**config.mk**
```make
export PLATFORM = sky130hd
export DESIGN_NAME = spike_rate_decoder_flat
export DESIGN_NICKNAME = d
export VERILOG_FILES = /design/src/rtl/spike_rate_decoder_if.sv /design/src/rtl/spike_rate_decoder.sv /design/src/flat_wrapper.sv
export SDC_FILE = /design/constraint.sdc
export NUM_CORES = 1
export LEC_CHECK = 0
export BUFFER_PORTS_ARGS = -buffer_cell sky130_fd_sc_hd__buf_2
export CAP_MARGIN = 5
export CORE_MARGIN = 1
export CORE_UTILIZATION = 45
export CTS_CLUSTER_SIZE = 30
export DETAILED_ROUTE_END_ITERATION = 8
export HOLD_SLACK_MARGIN = 0.1
export PLACE_DENSITY = 0.66
export SKIP_CTS_REPAIR_TIMING = 1
export SLEW_MARGIN = 20
export SYNTH_ARGS = -nofsm -noshare
export SYNTH_HDL_FRONTEND = slang
export SYNTH_SLANG_ARGS = --single-unit
```
**constraint.sdc**
```tcl
create_clock -name clk -period 7.45 [get_ports clk]
set_clock_uncertainty 0.05 [all_clocks]
set_input_delay 0 -clock clk [delete_from_list [all_inputs] [get_ports clk]]
set_output_delay 0 -clock clk [all_outputs]
set_load 0.02 [all_outputs]
```
**src/rtl/spike_rate_decoder_if.sv**
```systemverilog
// Spike rate decoder bus: window control, spike inputs and the decoded result.
// The master drives the spike layer / control side, the slave is the decoder.
interface spike_rate_decoder_if #(
    parameter int N_OUTPUT = 3,
    parameter int CNT_W    = 8,
    parameter int WIN_W    = 16
);
    localparam int IDX_W = (N_OUTPUT > 1) ? $clog2(N_OUTPUT) : 1;

    logic             spike_in [N_OUTPUT];
    logic             start;
    logic [WIN_W-1:0] window_len;
    logic             abort;
    logic             busy;
    logic             out_valid;
    logic             out_ready;
    logic [CNT_W-1:0] counts   [N_OUTPUT];
    logic [IDX_W-1:0] winner;
    logic             tie;
    logic             saturated;

    modport master (
        output spike_in, start, window_len, abort, out_ready,
        input  busy, out_valid, counts, winner, tie, saturated
    );

    modport slave (
        input  spike_in, start, window_len, abort, out_ready,
        output busy, out_valid, counts, winner, tie, saturated
    );
endinterface

```
**src/rtl/spike_rate_decoder.sv**
```systemverilog
// Spike rate decoder: counts spikes per channel over a programmable window,
// then presents per-channel totals, the winning channel and tie/saturation
// flags until the consumer accepts them.
//
// state    | meaning
// ---------+-----------------------------------------------------------
// S_IDLE   | waiting for start; previous result (counts/winner) held
// S_COUNT  | accumulating spikes, window counter running down to 1
// S_RESULT | result registered; out_valid raised one edge after entry
module spike_rate_decoder #(
    parameter int N_OUTPUT = 3,
    parameter int CNT_W    = 8,
    parameter int WIN_W    = 16
) (
    input  logic                 clk,
    input  logic                 rst,
    spike_rate_decoder_if.slave  bus
);
    localparam int               IDX_W   = (N_OUTPUT > 1) ? $clog2(N_OUTPUT) : 1;
    localparam logic [CNT_W-1:0] CNT_MAX = '1;

    typedef enum logic [1:0] {
        S_IDLE   = 2'd0,
        S_COUNT  = 2'd1,
        S_RESULT = 2'd2
    } state_t;

    state_t           r_state;
    state_t           w_next_state;

    logic [WIN_W-1:0] r_win_cnt;
    logic [CNT_W-1:0] r_counts      [N_OUTPUT];
    logic [CNT_W-1:0] w_next_counts [N_OUTPUT];
    logic             r_out_valid;
    logic             r_saturated;
    logic             r_tie;
    logic [IDX_W-1:0] r_winner;

    logic             w_sat_hit;
    logic [CNT_W-1:0] w_max;
    logic [IDX_W-1:0] w_winner;
    logic             w_tie;

    logic             w_accept;
    logic             w_abort;
    logic             w_last;
    logic             w_handshake;

    assign w_accept    = (r_state == S_IDLE) && bus.start;
    assign w_abort     = (r_state != S_IDLE) && bus.abort;
    assign w_last      = (r_state == S_COUNT) && (r_win_cnt == WIN_W'(1));
    assign w_handshake = (r_state == S_RESULT) && r_out_valid && bus.out_ready;

    // State register; reset discards any window in flight.
    always_ff @(posedge clk or posedge rst) begin
        if (rst) begin
            r_state <= S_IDLE;
        end else begin
            r_state <= w_next_state;
        end
    end

    // Next-state logic; abort outranks both window completion and handshake.
    always_comb begin
        w_next_state = r_state;
        case (r_state)
            S_IDLE: begin
                if (bus.start) begin
                    w_next_state = S_COUNT;
                end
            end
            S_COUNT: begin
                if (bus.abort) begin
                    w_next_state = S_IDLE;
                end else if (w_last) begin
                    w_next_state = S_RESULT;
                end
            end
            S_RESULT: begin
                if (bus.abort) begin
                    w_next_state = S_IDLE;
                end else if (w_handshake) begin
                    w_next_state = S_IDLE;
                end
            end
            default: begin
                w_next_state = S_IDLE;
            end
        endcase
    end

    // Saturating per-channel increment; flags any increment lost at the ceiling.
    always_comb begin
        w_sat_hit = 1'b0;
        for (int j = 0; j < N_OUTPUT; j++) begin
            w_next_counts[j] = r_counts[j];
            if (bus.spike_in[j]) begin
                if (r_counts[j] == CNT_MAX) begin
                    w_sat_hit = 1'b1;
                end else begin
                    w_next_counts[j] = r_counts[j] + CNT_W'(1);
                end
            end
        end
    end

    // Arg-max over the post-increment counts so the last cycle's spikes count;
    // strict '>' keeps the lowest index on equal maxima.
    always_comb begin
        w_max    = w_next_counts[0];
        w_winner = '0;
        w_tie    = 1'b0;
        for (int j = 1; j < N_OUTPUT; j++) begin
            if (w_next_counts[j] > w_max) begin
                w_max    = w_next_counts[j];
                w_winner = IDX_W'(j);
                w_tie    = 1'b0;
            end else if (w_next_counts[j] == w_max) begin
                w_tie = 1'b1;
            end
        end
    end

    // Window datapath: counters, window timer, result registers and out_valid.
    always_ff @(posedge clk or posedge rst) begin
        if (rst) begin
            for (int j = 0; j < N_OUTPUT; j++) begin
                r_counts[j] <= '0;
            end
            r_win_cnt   <= '0;
            r_out_valid <= 1'b0;
            r_saturated <= 1'b0;
            r_tie       <= 1'b0;
            r_winner    <= '0;
        end else if (w_accept) begin
            for (int j = 0; j < N_OUTPUT; j++) begin
                r_counts[j] <= '0;
            end
            // A zero length still gives a one-cycle window.
            r_win_cnt   <= (bus.window_len == '0) ? WIN_W'(1) : bus.window_len;
            r_out_valid <= 1'b0;
            r_saturated <= 1'b0;
            r_tie       <= 1'b0;
            r_winner    <= '0;
        end else if (w_abort) begin
            for (int j = 0; j < N_OUTPUT; j++) begin
                r_counts[j] <= '0;
            end
            r_win_cnt   <= '0;
            r_out_valid <= 1'b0;
        end else if (r_state == S_COUNT) begin
            for (int j = 0; j < N_OUTPUT; j++) begin
                r_counts[j] <= w_next_counts[j];
            end
            if (w_sat_hit) begin
                r_saturated <= 1'b1;
            end
            r_win_cnt <= r_win_cnt - WIN_W'(1);
            if (w_last) begin
                r_winner <= w_winner;
                r_tie    <= w_tie;
            end
        end else if (r_state == S_RESULT) begin
            r_out_valid <= !w_handshake;
        end
    end

    assign bus.busy      = (r_state == S_COUNT) || (r_state == S_RESULT);
    assign bus.out_valid = r_out_valid;
    assign bus.winner    = r_winner;
    assign bus.tie       = r_tie;
    assign bus.saturated = r_saturated;

    for (genvar g = 0; g < N_OUTPUT; g++) begin : g_counts
        assign bus.counts[g] = r_counts[g];
    end
endmodule

```
**src/flat_wrapper.sv**
```systemverilog
// flat-port wrapper written by rule: the top's interface ports become plain ports
module spike_rate_decoder_flat 
#(
    parameter int N_OUTPUT = 3,
    parameter int CNT_W    = 8,
    parameter int WIN_W    = 16
)
  (clk, rst, bus_spike_in, bus_start, bus_window_len, bus_abort, bus_out_ready, bus_busy, bus_out_valid, bus_counts, bus_winner, bus_tie, bus_saturated);
  spike_rate_decoder_if #(.N_OUTPUT(N_OUTPUT), .CNT_W(CNT_W), .WIN_W(WIN_W)) bus_i ();
  input  logic clk;
  input  logic rst;
  input wire logic [$bits(bus_i.spike_in)-1:0] bus_spike_in;
  input wire logic [$bits(bus_i.start)-1:0] bus_start;
  input wire logic [$bits(bus_i.window_len)-1:0] bus_window_len;
  input wire logic [$bits(bus_i.abort)-1:0] bus_abort;
  input wire logic [$bits(bus_i.out_ready)-1:0] bus_out_ready;
  output wire logic [$bits(bus_i.busy)-1:0] bus_busy;
  output wire logic [$bits(bus_i.out_valid)-1:0] bus_out_valid;
  output wire logic [$bits(bus_i.counts)-1:0] bus_counts;
  output wire logic [$bits(bus_i.winner)-1:0] bus_winner;
  output wire logic [$bits(bus_i.tie)-1:0] bus_tie;
  output wire logic [$bits(bus_i.saturated)-1:0] bus_saturated;
  assign bus_i.spike_in = {>>{bus_spike_in}};
  assign bus_i.start = bus_start;
  assign bus_i.window_len = bus_window_len;
  assign bus_i.abort = bus_abort;
  assign bus_i.out_ready = bus_out_ready;
  assign bus_busy = bus_i.busy;
  assign bus_out_valid = bus_i.out_valid;
  assign bus_counts = {>>{bus_i.counts}};
  assign bus_winner = bus_i.winner;
  assign bus_tie = bus_i.tie;
  assign bus_saturated = bus_i.saturated;
  spike_rate_decoder #(.N_OUTPUT(N_OUTPUT), .CNT_W(CNT_W), .WIN_W(WIN_W)) u_core (.clk(clk), .rst(rst), .bus(bus_i));
endmodule
```
==> summary.md, run 1 <==
| Metric | Value |
|---|---|
| Total of warnings raised by yosys | `0` |
| CP max FO | `9` |
| Starting DRT DRC Count | `173` |
| Pwr dens | `321 mW/mm^2` |
| Clk slew on worst S/H paths | `0.09 ns` |
| TNS Setup | `0 ns` |
| Global-route wire length before repair | `14.6 mm` |
| Synthesized flop and latch total | `47` |
| Inst Count DP | `540` |
| Clock Latency Late Sink | `0.31 ns` |
| Hold_sp | `bus_start` |
| Maximum clock frequency | `0.192 GHz` |
| Synthesized area | `0.00343 mm^2` |
| Seq/Total Area, Yosys | `34.3%` |
| Row Count | `31` |
| Pins Over Slew Limit | `0` |
| Max_cap viols | `0` |
| GP Congestion | `0.884` |
| Pleak | `1.89 nW` |
| Via count | `3300` |
| Vias in the first global route | `3047` |
| Layout cells sized above 1 | `17.7%` |
| Period minus WS final | `5.21 ns` |
| Crit end category | `flip-flop` |
| IR drop worst, VDD | `0.175 mV` |
| Post-synth EDFFs | `0` |
| Final Hold Viols | `0` |
| CTS tree | `yes` |
| Primary FF master, synth | `dfrtp_1` |
| Average cell area after synthesis | `8.52 um^2` |
| Hold crit path type | `in2reg` |
| NumNets Final | `516` |
| HPWL Detailed | `6.54 mm` |
| Die Span Y | `89.3 um` |
| Initial Util | `46.8%` |
| Clock root cell | `clkbuf_8` |
| Commonest non-fill, non-tap cells in the layout | `53 x buf_2, 49 x o21ai_0, 48 x nand2_1` |
| Multi-input gate area | `0.00211 mm^2` |
| Vias/cell | `5.81` |
| Nature of the critical path startpoint | `flip-flop` |
| Non-filler cells, final | `568` |
| CP Data Required Time | `7.62 ns` |
| I/O Pins | `54` |
| Critical Path AT | `5.37 ns` |
| Ys async rst share | `100%` |
| Full die area | `0.00798 mm^2` |
| Net Count, Synth | `451` |
| WL/cell | `16.2 um` |
| CTS Buffer Depth | `2` |
| GRT overflow | `0` |
| Fin crit share | `69.9%` |
| Tot GR Track Use | `23.8%` |
| Unrepaired setup endpoints after global routing | `false` |
| Distinct cells, synth | `56` |
| Die Width | `89.3 um` |
| Antenna diodes | `0` |
| Core area | `0.00733 mm^2` |
| CTS H-tree lvls | `2` |
| Fin util | `55.5%` |
| Detailed Route WL | `9.20 mm` |
| Max-slew headroom | `38.0%` |
| IO Port Bufs | `53` |
| Synthesized instance count | `403` |
| DR pass1 iterations | `5` |
| Fill count | `678` |
| Routed Antenna Nets | `0` |
| Largest net degree at the start of global routing | `48` |
| CTS Sinks | `47` |
| Crit path from | `u_core.bus.counts[8]$_DFFE_PP0P_` |
| DRC | `0` |
| Outcome | `complete, no violations` |
| Most common cell after layout, fill and taps aside | `buf_2` |
| Layout area overhead | `18.5%` |
| Crit Reg-Reg Startpoint | `u_core.bus.counts[8]$_DFFE_PP0P_` |
| WS Path Type | `reg2reg` |
| TritonCTS Buffers | `5` |
| Tightest Pin Transition | `0.924 ns` |
| Register area | `0.00118 mm^2` |
| Initial antenna violation count | `0` |
| Count of final setup violators | `0` |
synthesized netlist by cell type, types with 2 or more instances:
| cell | number | area (um^2) |
|---|---|---|
| a211oi_1 | 2 | 15.0 |
| a21o_1 | 2 | 15.0 |
| a21oi_1 | 24 | 120 |
| a21oi_2 | 2 | 17.5 |
| a22oi_1 | 3 | 22.5 |
| a31oi_1 | 5 | 31.3 |
| a32o_1 | 2 | 20.0 |
| a32oi_1 | 7 | 61.3 |
| and2_1 | 2 | 12.5 |
| and3_1 | 6 | 37.5 |
| and4_1 | 4 | 35.0 |
| clkbuf_1 | 15 | 56.3 |
| dfrtp_1 | 47 | 1180 |
| ha_1 | 24 | 300 |
| inv_1 | 22 | 82.6 |
| mux2_2 | 8 | 90.1 |
| mux2i_1 | 12 | 120 |
| nand2_1 | 48 | 180 |
| nand2b_1 | 4 | 25.0 |
| nand3_1 | 13 | 65.1 |
| nand3b_1 | 2 | 15.0 |
| nand4_1 | 10 | 62.6 |
| nor2_1 | 22 | 82.6 |
| nor2b_1 | 3 | 18.8 |
| nor3_1 | 5 | 25.0 |
| nor4_1 | 6 | 37.5 |
| o211ai_1 | 4 | 30.0 |
| o21a_1 | 2 | 15.0 |
| o21ai_0 | 49 | 245 |
| o311ai_0 | 2 | 17.5 |
| o31ai_1 | 8 | 60.1 |
| or2_2 | 4 | 25.0 |
| or3_1 | 2 | 12.5 |
| xnor2_1 | 9 | 78.8 |
| xor2_1 | 2 | 17.5 |
cells by family (layout without fill, tap and decap cells):
kind of cell | after synthesis | count (layout) | share of synthesized area [%]
AO/OA/AOI/OAI | 124 | 124 | 22.8
XOR/XNOR | 11 | 11 | 2.81
adder cells (fa/ha/maj) | 24 | 24 | 8.75
buffers and inverters | 38 | 104 | 4.19
flip-flops | 47 | 47 | 34.3
multiplexers | 20 | 20 | 6.12
AND/OR/NAND/NOR | 139 | 139 | 21.1
through the flow:
step	hold slack [ns]	power, W	setup slack, ns	cell area [um^2]
after floorplan	0.0665	0.000943	2.76	3430
after global placement	0.174	0.00110	2.51	3770
after detailed placement	0.176	0.00112	2.32	3770
after CTS	-0.139	0.00130	2.29	3870
final	0.0602	0.00131	2.24	4070
after global routing	0.138	0.00143	1.94	4070
layout make-up:
class                      count  area share, %
clock buffer                   8           2.46
inverter                      22           2.06
multi-input combinational    318           51.9
sequential                    47           28.9
tap                           99           3.04
timing repair buffer          74           11.6
metal layers:
metal / global-route usage [%] / routed length, um / up-vias
li1: - / - / 1623
met4: 7.07 / 140 / 0
met5: 0 / 0 / -
met2: 40.0 / 4570 / 96
met1: 31.3 / 4060 / 1565
met3: 3.97 / 420 / 16
where the power goes:
part / switching [W] / internal [W]
clock: 0.0000889 / 0.0000849
combinational: 0.000452 / 0.000291
sequential: 0.0000748 / 0.000317
total: 0.000616 / 0.000692
flip-flops by register name (all words and copies together) (netlist names):
signal / count
u_core.r_state: 2
u_core.bus.out_valid: 1
u_core.bus.saturated: 1
u_core.bus.counts: 24
u_core.bus.winner: 2
u_core.r_win_cnt: 16
u_core.bus.tie: 1
critical path, stage by stage (launching register included):
cell and delay [ns]:
dfrtp_1 0.46, ha_1 0.30, and4_1 0.26, a21boi_1 0.49, mux2_2 0.43, ha_1 0.28, nor2b_1 0.13, o211ai_1 0.16
a21oi_1 0.11, o31ai_2 0.75, mux2_2 0.42, ha_1 0.29, a211oi_1 0.26, nor2_1 0.08, o21ai_0 0.30, nand3_1 0.13
o31ai_1 0.20
final timing paths:
check / end / slack [ns] / cells past startpoint
max: u_core.bus.tie$_DFFE_PP0P_ / 2.24 / 16
min: u_core.r_state[1]$_DFFE_PP0P_ / 0.06 / 4
min in group asynchronous: u_core.r_win_cnt[7]$_DFFE_PP0P_ / 0.32 / 3
max in group asynchronous: u_core.bus.out_valid$_DFFE_PP0P_ / 6.50 / 3
min reg2reg: u_core.bus.saturated$_DFFE_PP0P_ / 0.47 / 1
max reg2reg: u_core.bus.tie$_DFFE_PP0P_ / 2.24 / 16
Power figures use the tool's default switching activity.
==> run 2: changes to the inputs <==
Clock period 7.45 ns to 4.8 ns, I/O delays scaled along.
==> run 2 against run 1 <==
First-iteration DRC count is 2.3% lower. Worst hold slack better by 0.018 ns. Setup slack worse by 1.9 ns. Cell count is 0.88% higher. Sequential power is 55% higher. Design area is 1.2% higher. Critical path type unchanged. Critical endpoint unchanged.
==> summary.md, run 2 (same netlist as run 1, synthesis figures left out) <==
| Metric | Value |
|---|---|
| Antenna diodes | `0 (unchanged)` |
| Count of final setup violators | `0 (unchanged)` |
| Clock root cell | `clkbuf_8 (unchanged)` |
| CTS Sinks | `47 (unchanged)` |
| Clock Latency Late Sink | `0.32 ns (was 0.31 ns)` |
| DRC | `0 (unchanged)` |
| Outcome | `complete, no violations (unchanged)` |
| DP Area | `0.00380 mm^2 (was 0.00377 mm^2)` |
| Vias in the first global route | `3148 (was 3047)` |
| Worst slack, placed | `0.234 ns (was 2.32 ns)` |
| IO Port Bufs | `53 (unchanged)` |
| Initial antenna violation count | `0 (unchanged)` |
| Period minus WS final | `4.49 ns (was 5.21 ns)` |
| Core area | `0.00733 mm^2 (unchanged)` |
| Nature of the critical path startpoint | `flip-flop (unchanged)` |
| TritonCTS Buffers | `5 (unchanged)` |
| NumNets Final | `521 (was 516)` |
| Layout area overhead | `20.0% (was 18.5%)` |
| Crit end category | `flip-flop (unchanged)` |
| Full die area | `0.00798 mm^2 (unchanged)` |
| CTS tree | `yes (unchanged)` |
| CP Data Required Time | `4.97 ns (was 7.62 ns)` |
| IR drop worst, VDD | `0.228 mV (was 0.175 mV)` |
| Fin crit share | `93.5% (was 69.9%)` |
| Fill count | `690 (was 678)` |
| Unrepaired setup endpoints after global routing | `false (unchanged)` |
| Largest register FFs | `24 (unchanged)` |
| Global-route wire length before repair | `15.0 mm (was 14.6 mm)` |
| Pins Over Slew Limit | `0 (unchanged)` |
| Pwr dens | `511 mW/mm^2 (was 321 mW/mm^2)` |
| Max_cap viols | `0 (unchanged)` |
| Maximum clock frequency | `0.223 GHz (was 0.192 GHz)` |
| Routed Antenna Nets | `0 (unchanged)` |
| Final Hold Viols | `0 (unchanged)` |
| GP Congestion | `0.887 (was 0.884)` |
| Final worst slack | `0.311 ns (was 2.24 ns)` |
| Final instance area | `0.00412 mm^2 (was 0.00407 mm^2)` |
| Detailed Route WL | `9.29 mm (was 9.20 mm)` |
| TNS Setup | `0 ns (unchanged)` |
| Tot GR Track Use | `24.5% (was 23.8%)` |
| GRT overflow | `0 (unchanged)` |
| Die Span Y | `89.3 um (unchanged)` |
| I/O Pins | `54 (unchanged)` |
| Layout cells sized above 1 | `18.8% (was 17.7%)` |
| WL/cell | `16.2 um (about the same)` |
| Clk slew on worst S/H paths | `0.09 ns (about the same)` |
| WS Path Type | `reg2reg (unchanged)` |
| Via count | `3350 (was 3300)` |
| Fin Hold WS | `0.0780 ns (was 0.0602 ns)` |
| Max-slew headroom | `44.6% (was 38.0%)` |
| Critical Path AT | `4.66 ns (was 5.37 ns)` |
| CP max FO | `7 (was 9)` |
| HPWL Detailed | `6.70 mm (was 6.54 mm)` |
| Die Width | `89.3 um (unchanged)` |
| Pleak | `1.91 nW (was 1.89 nW)` |
| Commonest non-fill, non-tap cells in the layout | `53 x buf_2, 48 x nand2_1, 48 x o21ai_0 (was 53 x buf_2, 49 x o21ai_0, 48 x nand2_1)` |
| Largest net degree at the start of global routing | `48 (unchanged)` |
| Initial Util | `46.8% (unchanged)` |
| Most common cell after layout, fill and taps aside | `buf_2 (unchanged)` |
| Starting DRT DRC Count | `169 (was 173)` |
| Tightest Pin Transition | `0.830 ns (was 0.924 ns)` |
| DR pass1 iterations | `4 (was 5)` |
| Row Count | `31 (unchanged)` |
| Hold crit path type | `in2reg (unchanged)` |
| Fin util | `56.2% (was 55.5%)` |
| Vias/cell | `5.85 (was 5.81)` |
| CTS H-tree lvls | `2 (unchanged)` |
| CTS Buffer Depth | `2 (unchanged)` |
[run 2: through the flow]
step | power (W) | std cells
2_1_floorplan | 0.00146 | 403
3_3_place_gp | 0.00173 | 544
3_5_place_dp | 0.00176 | 544
4_1_cts | 0.00204 | 552
5_1_grt | 0.00228 | 573
6_report | 0.00210 | 573
[run 2: layer usage]
metal / vias to the layer above / global-route usage [%] / share of wire (%)
met5: - / 0 / 0
li1: 1638 / - / -
met3: 20 / 3.42 / 3.1
met1: 1606 / 31.2 / 45
met2: 86 / 41.1 / 49
met4: 0 / 11.5 / 2.6
[run 2: critical path, cell delays in order, from the launching register on]
cell and delay [ns]:
dfrtp_1 0.46, ha_1 0.30, and4_1 0.26, a21boi_2 0.19
mux2_2 0.37, ha_1 0.29, nor2b_1 0.14, o211ai_1 0.15
a21oi_1 0.12, o31ai_4 0.41, mux2_2 0.38, ha_1 0.29
a211oi_1 0.25, nor2_1 0.07, o21ai_0 0.32, nand3_1 0.12
o31ai_1 0.21
[run 2: where the power goes]
group          total (W)  switching (W)  internal, W
registers       0.000606       0.000114     0.000492
logic            0.00122       0.000719     0.000501
clock network   0.000278       0.000146     0.000132
[run 2: worst paths after layout]
check	slack, ns	depth (start not counted)	to	startpoint
hold / removal	0.08	4	u_core.r_state[1]$_DFFE_PP0P_	bus_start
max in group asynchronous	3.89	3	u_core.bus.out_valid$_DFFE_PP0P_	rst
hold reg to reg	0.46	1	u_core.bus.saturated$_DFFE_PP0P_	u_core.bus.saturated$_DFFE_PP0P_
setup reg to reg	0.31	16	u_core.bus.tie$_DFFE_PP0P_	u_core.bus.counts[8]$_DFFE_PP0P_
setup / recovery	0.31	16	u_core.bus.tie$_DFFE_PP0P_	u_core.bus.counts[8]$_DFFE_PP0P_
min in group asynchronous	0.32	3	u_core.r_win_cnt[5]$_DFFE_PP0P_	rst
[run 2: final cells by class]
cell class | count | area (um^2) | share of cell area, %
inverters | 22 | 83.8 | 2.03
well taps | 99 | 124 | 3.01
multi-input cells | 318 | 2130 | 51.6
repair buffers | 79 | 510 | 12.4
flip-flops and latches | 47 | 1180 | 28.5
clock buffers | 8 | 100 | 2.43
==> run 3: changes to the inputs <==
Settings changed: CELL_PAD_IN_SITES_DETAIL_PLACEMENT set to 1, CELL_PAD_IN_SITES_GLOBAL_PLACEMENT set to 1, CORE_UTILIZATION 45 to 43, PLACE_DENSITY 0.66 to unset, PLACE_DENSITY_LB_ADDON set to 0.1.
==> run 3 against run 2 <==
Power is 4.0% higher. Non-clock buffer count is 3 higher. First-iteration DRC count is 40% lower. Worst hold slack worse by 0.0029 ns. Via count hardly changed.
==> summary.md, run 3 (same netlist as run 1, synthesis figures left out) <==
| Metric | Value |
|---|---|
| Full die area | `0.00835 mm^2 (was 0.00798 mm^2)` |
| IO Port Bufs | `53 (unchanged)` |
| TritonCTS Buffers | `5 (unchanged)` |
| Initial Util | `44.4% (was 46.8%)` |
| Pleak | `1.93 nW (was 1.91 nW)` |
| Largest net degree at the start of global routing | `48 (unchanged)` |
| Core area | `0.00773 mm^2 (was 0.00733 mm^2)` |
| Hold crit path type | `in2reg (unchanged)` |
| Largest register FFs | `24 (unchanged)` |
| CP max FO | `7 (unchanged)` |
| CTS tree | `yes (unchanged)` |
| Layout cells sized above 1 | `19.7% (was 18.8%)` |
| Maximum clock frequency | `0.220 GHz (was 0.223 GHz)` |
| Fin util | `53.8% (was 56.2%)` |
| Fin crit share | `94.6% (was 93.5%)` |
| Final Hold Viols | `0 (unchanged)` |
| Fill count | `955 (was 690)` |
| Max-slew headroom | `41.5% (was 44.6%)` |
| HPWL Detailed | `7.58 mm (was 6.70 mm)` |
| Most common cell after layout, fill and taps aside | `buf_2 (unchanged)` |
| Commonest non-fill, non-tap cells in the layout | `53 x buf_2, 48 x nand2_1, 48 x o21ai_0 (unchanged)` |
| CTS H-tree lvls | `2 (unchanged)` |
| CP Data Required Time | `4.96 ns (was 4.97 ns)` |
| GRT overflow | `0 (unchanged)` |
| Tightest Pin Transition | `0.877 ns (was 0.830 ns)` |
| Clk slew on worst S/H paths | `0.10 ns (was 0.09 ns)` |
| Tot GR Track Use | `25.7% (was 24.5%)` |
| Count of final setup violators | `0 (unchanged)` |
| Detailed Route WL | `10.8 mm (was 9.29 mm)` |
| CTS Sinks | `47 (unchanged)` |
| Tot Pwr | `0.00219 W (was 0.00210 W)` |
| Crit end category | `flip-flop (unchanged)` |
| Pwr dens | `527 mW/mm^2 (was 511 mW/mm^2)` |
| Layout area overhead | `21.0% (was 20.0%)` |
| TNS Setup | `0 ns (unchanged)` |
| Period minus WS final | `4.54 ns (was 4.49 ns)` |
| I/O Pins | `54 (unchanged)` |
| Vias/cell | `5.80 (was 5.85)` |
| Die Span Y | `91.4 um (was 89.3 um)` |
| Nature of the critical path startpoint | `flip-flop (unchanged)` |
| GP Congestion | `0.847 (was 0.887)` |
| Global-route wire length before repair | `17.0 mm (was 15.0 mm)` |
| Vias in the first global route | `3362 (was 3148)` |
| Pins Over Slew Limit | `0 (unchanged)` |
| Initial antenna violation count | `0 (unchanged)` |
| WL/cell | `18.6 um (was 16.2 um)` |
| Critical Path AT | `4.70 ns (was 4.66 ns)` |
| Outcome | `complete, no violations (unchanged)` |
| Slowest CP cell | `dfrtp_1 (unchanged)` |
| Clock Latency Late Sink | `0.31 ns (was 0.32 ns)` |
| WS Path Type | `reg2reg (unchanged)` |
| DR pass1 iterations | `4 (unchanged)` |
| Clock root cell | `clkbuf_8 (unchanged)` |
| Largest stage delay on the critical path | `0.48 ns (was 0.46 ns)` |
| CP Cell Sequence | `ha_2, and4_1, a21boi_2, mux2_2, ha_1, nor2b_1, o211ai_1, a21oi_1, o31ai_2, buf_4, mux2_2, ha_1, nand4_1, or2_2, o21ai_1, nand3_1, o31ai_1 (was ha_1, and4_1, a21boi_2, mux2_2, ha_1, nor2b_1, o211ai_1, a21oi_1, o31ai_4, mux2_2, ha_1, a211oi_1, nor2_1, o21ai_0, nand3_1, o31ai_1)` |
| Max_cap viols | `0 (unchanged)` |
| IR drop worst, VDD | `0.233 mV (was 0.228 mV)` |
| Starting DRT DRC Count | `102 (was 169)` |
| Via count | `3352 (was 3350)` |
| Die Width | `91.4 um (was 89.3 um)` |
| Row Count | `32 (was 31)` |
| NumNets Final | `524 (was 521)` |
| Antenna diodes | `0 (unchanged)` |
| DRC | `0 (unchanged)` |
| CTS Buffer Depth | `2 (unchanged)` |
| Routed Antenna Nets | `0 (unchanged)` |
-- run 3: routing by layer --
metal | track usage, % | vias to the layer above | wire [um]
met5 | 0 | - | 0
met4 | 8.33 | 0 | 227
met3 | 3.52 | 17 | 224
met1 | 32.7 | 1653 | 4780
li1 | - | 1627 | -
met2 | 44.9 | 55 | 5540
-- run 3: worst paths after layout --
check	startpoint	slack (ns)	end	depth (start not counted)
worst max-delay path	u_core.bus.counts[8]$_DFFE_PP0P_	0.26	u_core.bus.tie$_DFFE_PP0P_	17
worst min-delay path	bus_start	0.08	u_core.r_state[1]$_DFFE_PP0P_	4
worst max register to register	u_core.bus.counts[8]$_DFFE_PP0P_	0.26	u_core.bus.tie$_DFFE_PP0P_	17
worst min register to register	u_core.bus.saturated$_DFFE_PP0P_	0.47	u_core.bus.saturated$_DFFE_PP0P_	1
max in group asynchronous	rst	3.84	u_core.r_win_cnt[9]$_DFFE_PP0P_	3
min in group asynchronous	rst	0.35	u_core.bus.counts[0]$_DFFE_PP0P_	3
-- run 3: power breakdown --
group	total [W]	internal, W	leakage [nW]	switching [W]
clock	0.000302	0.000153	0.0502	0.000149
sequential	0.000613	0.000491	0.629	0.000122
combinational	0.00127	0.000512	1.25	0.000760
total	0.00219	0.00116	1.93	0.00103
-- run 3: layout make-up --
type | count | area (um^2) | area share (%)
Sequential cell | 47 | 1180 | 28.3
Tap cell | 102 | 128 | 3.07
Clock inverter | 2 | 37.5 | 0.904
Inverter | 22 | 83.8 | 2.02
Clock buffer | 5 | 68.8 | 1.66
Multi-Input combinational cell | 318 | 2130 | 51.2
Timing Repair Buffer | 82 | 533 | 12.8
-- run 3: stage by stage --
step	setup WS (ns)	instances	hold WS [ns]	cell area, um^2
floorplan	0.108	403	0.0665	3430
global placement	0.448	550	0.179	3820
detailed placement	0.239	550	0.172	3820
CTS	0.140	557	-0.145	3930
global route	-0.0518	578	0.119	4150
finish	0.261	578	0.0751	4150
-- run 3: critical path: cells and delay by family (launching register included) --
family	cells	cell delay, ns
mux	2	0.72
fa+ha+maj	3	0.88
simple gates	5	0.99
flops	1	0.48
buf+inv	1	0.20
compound gates	6	1.12
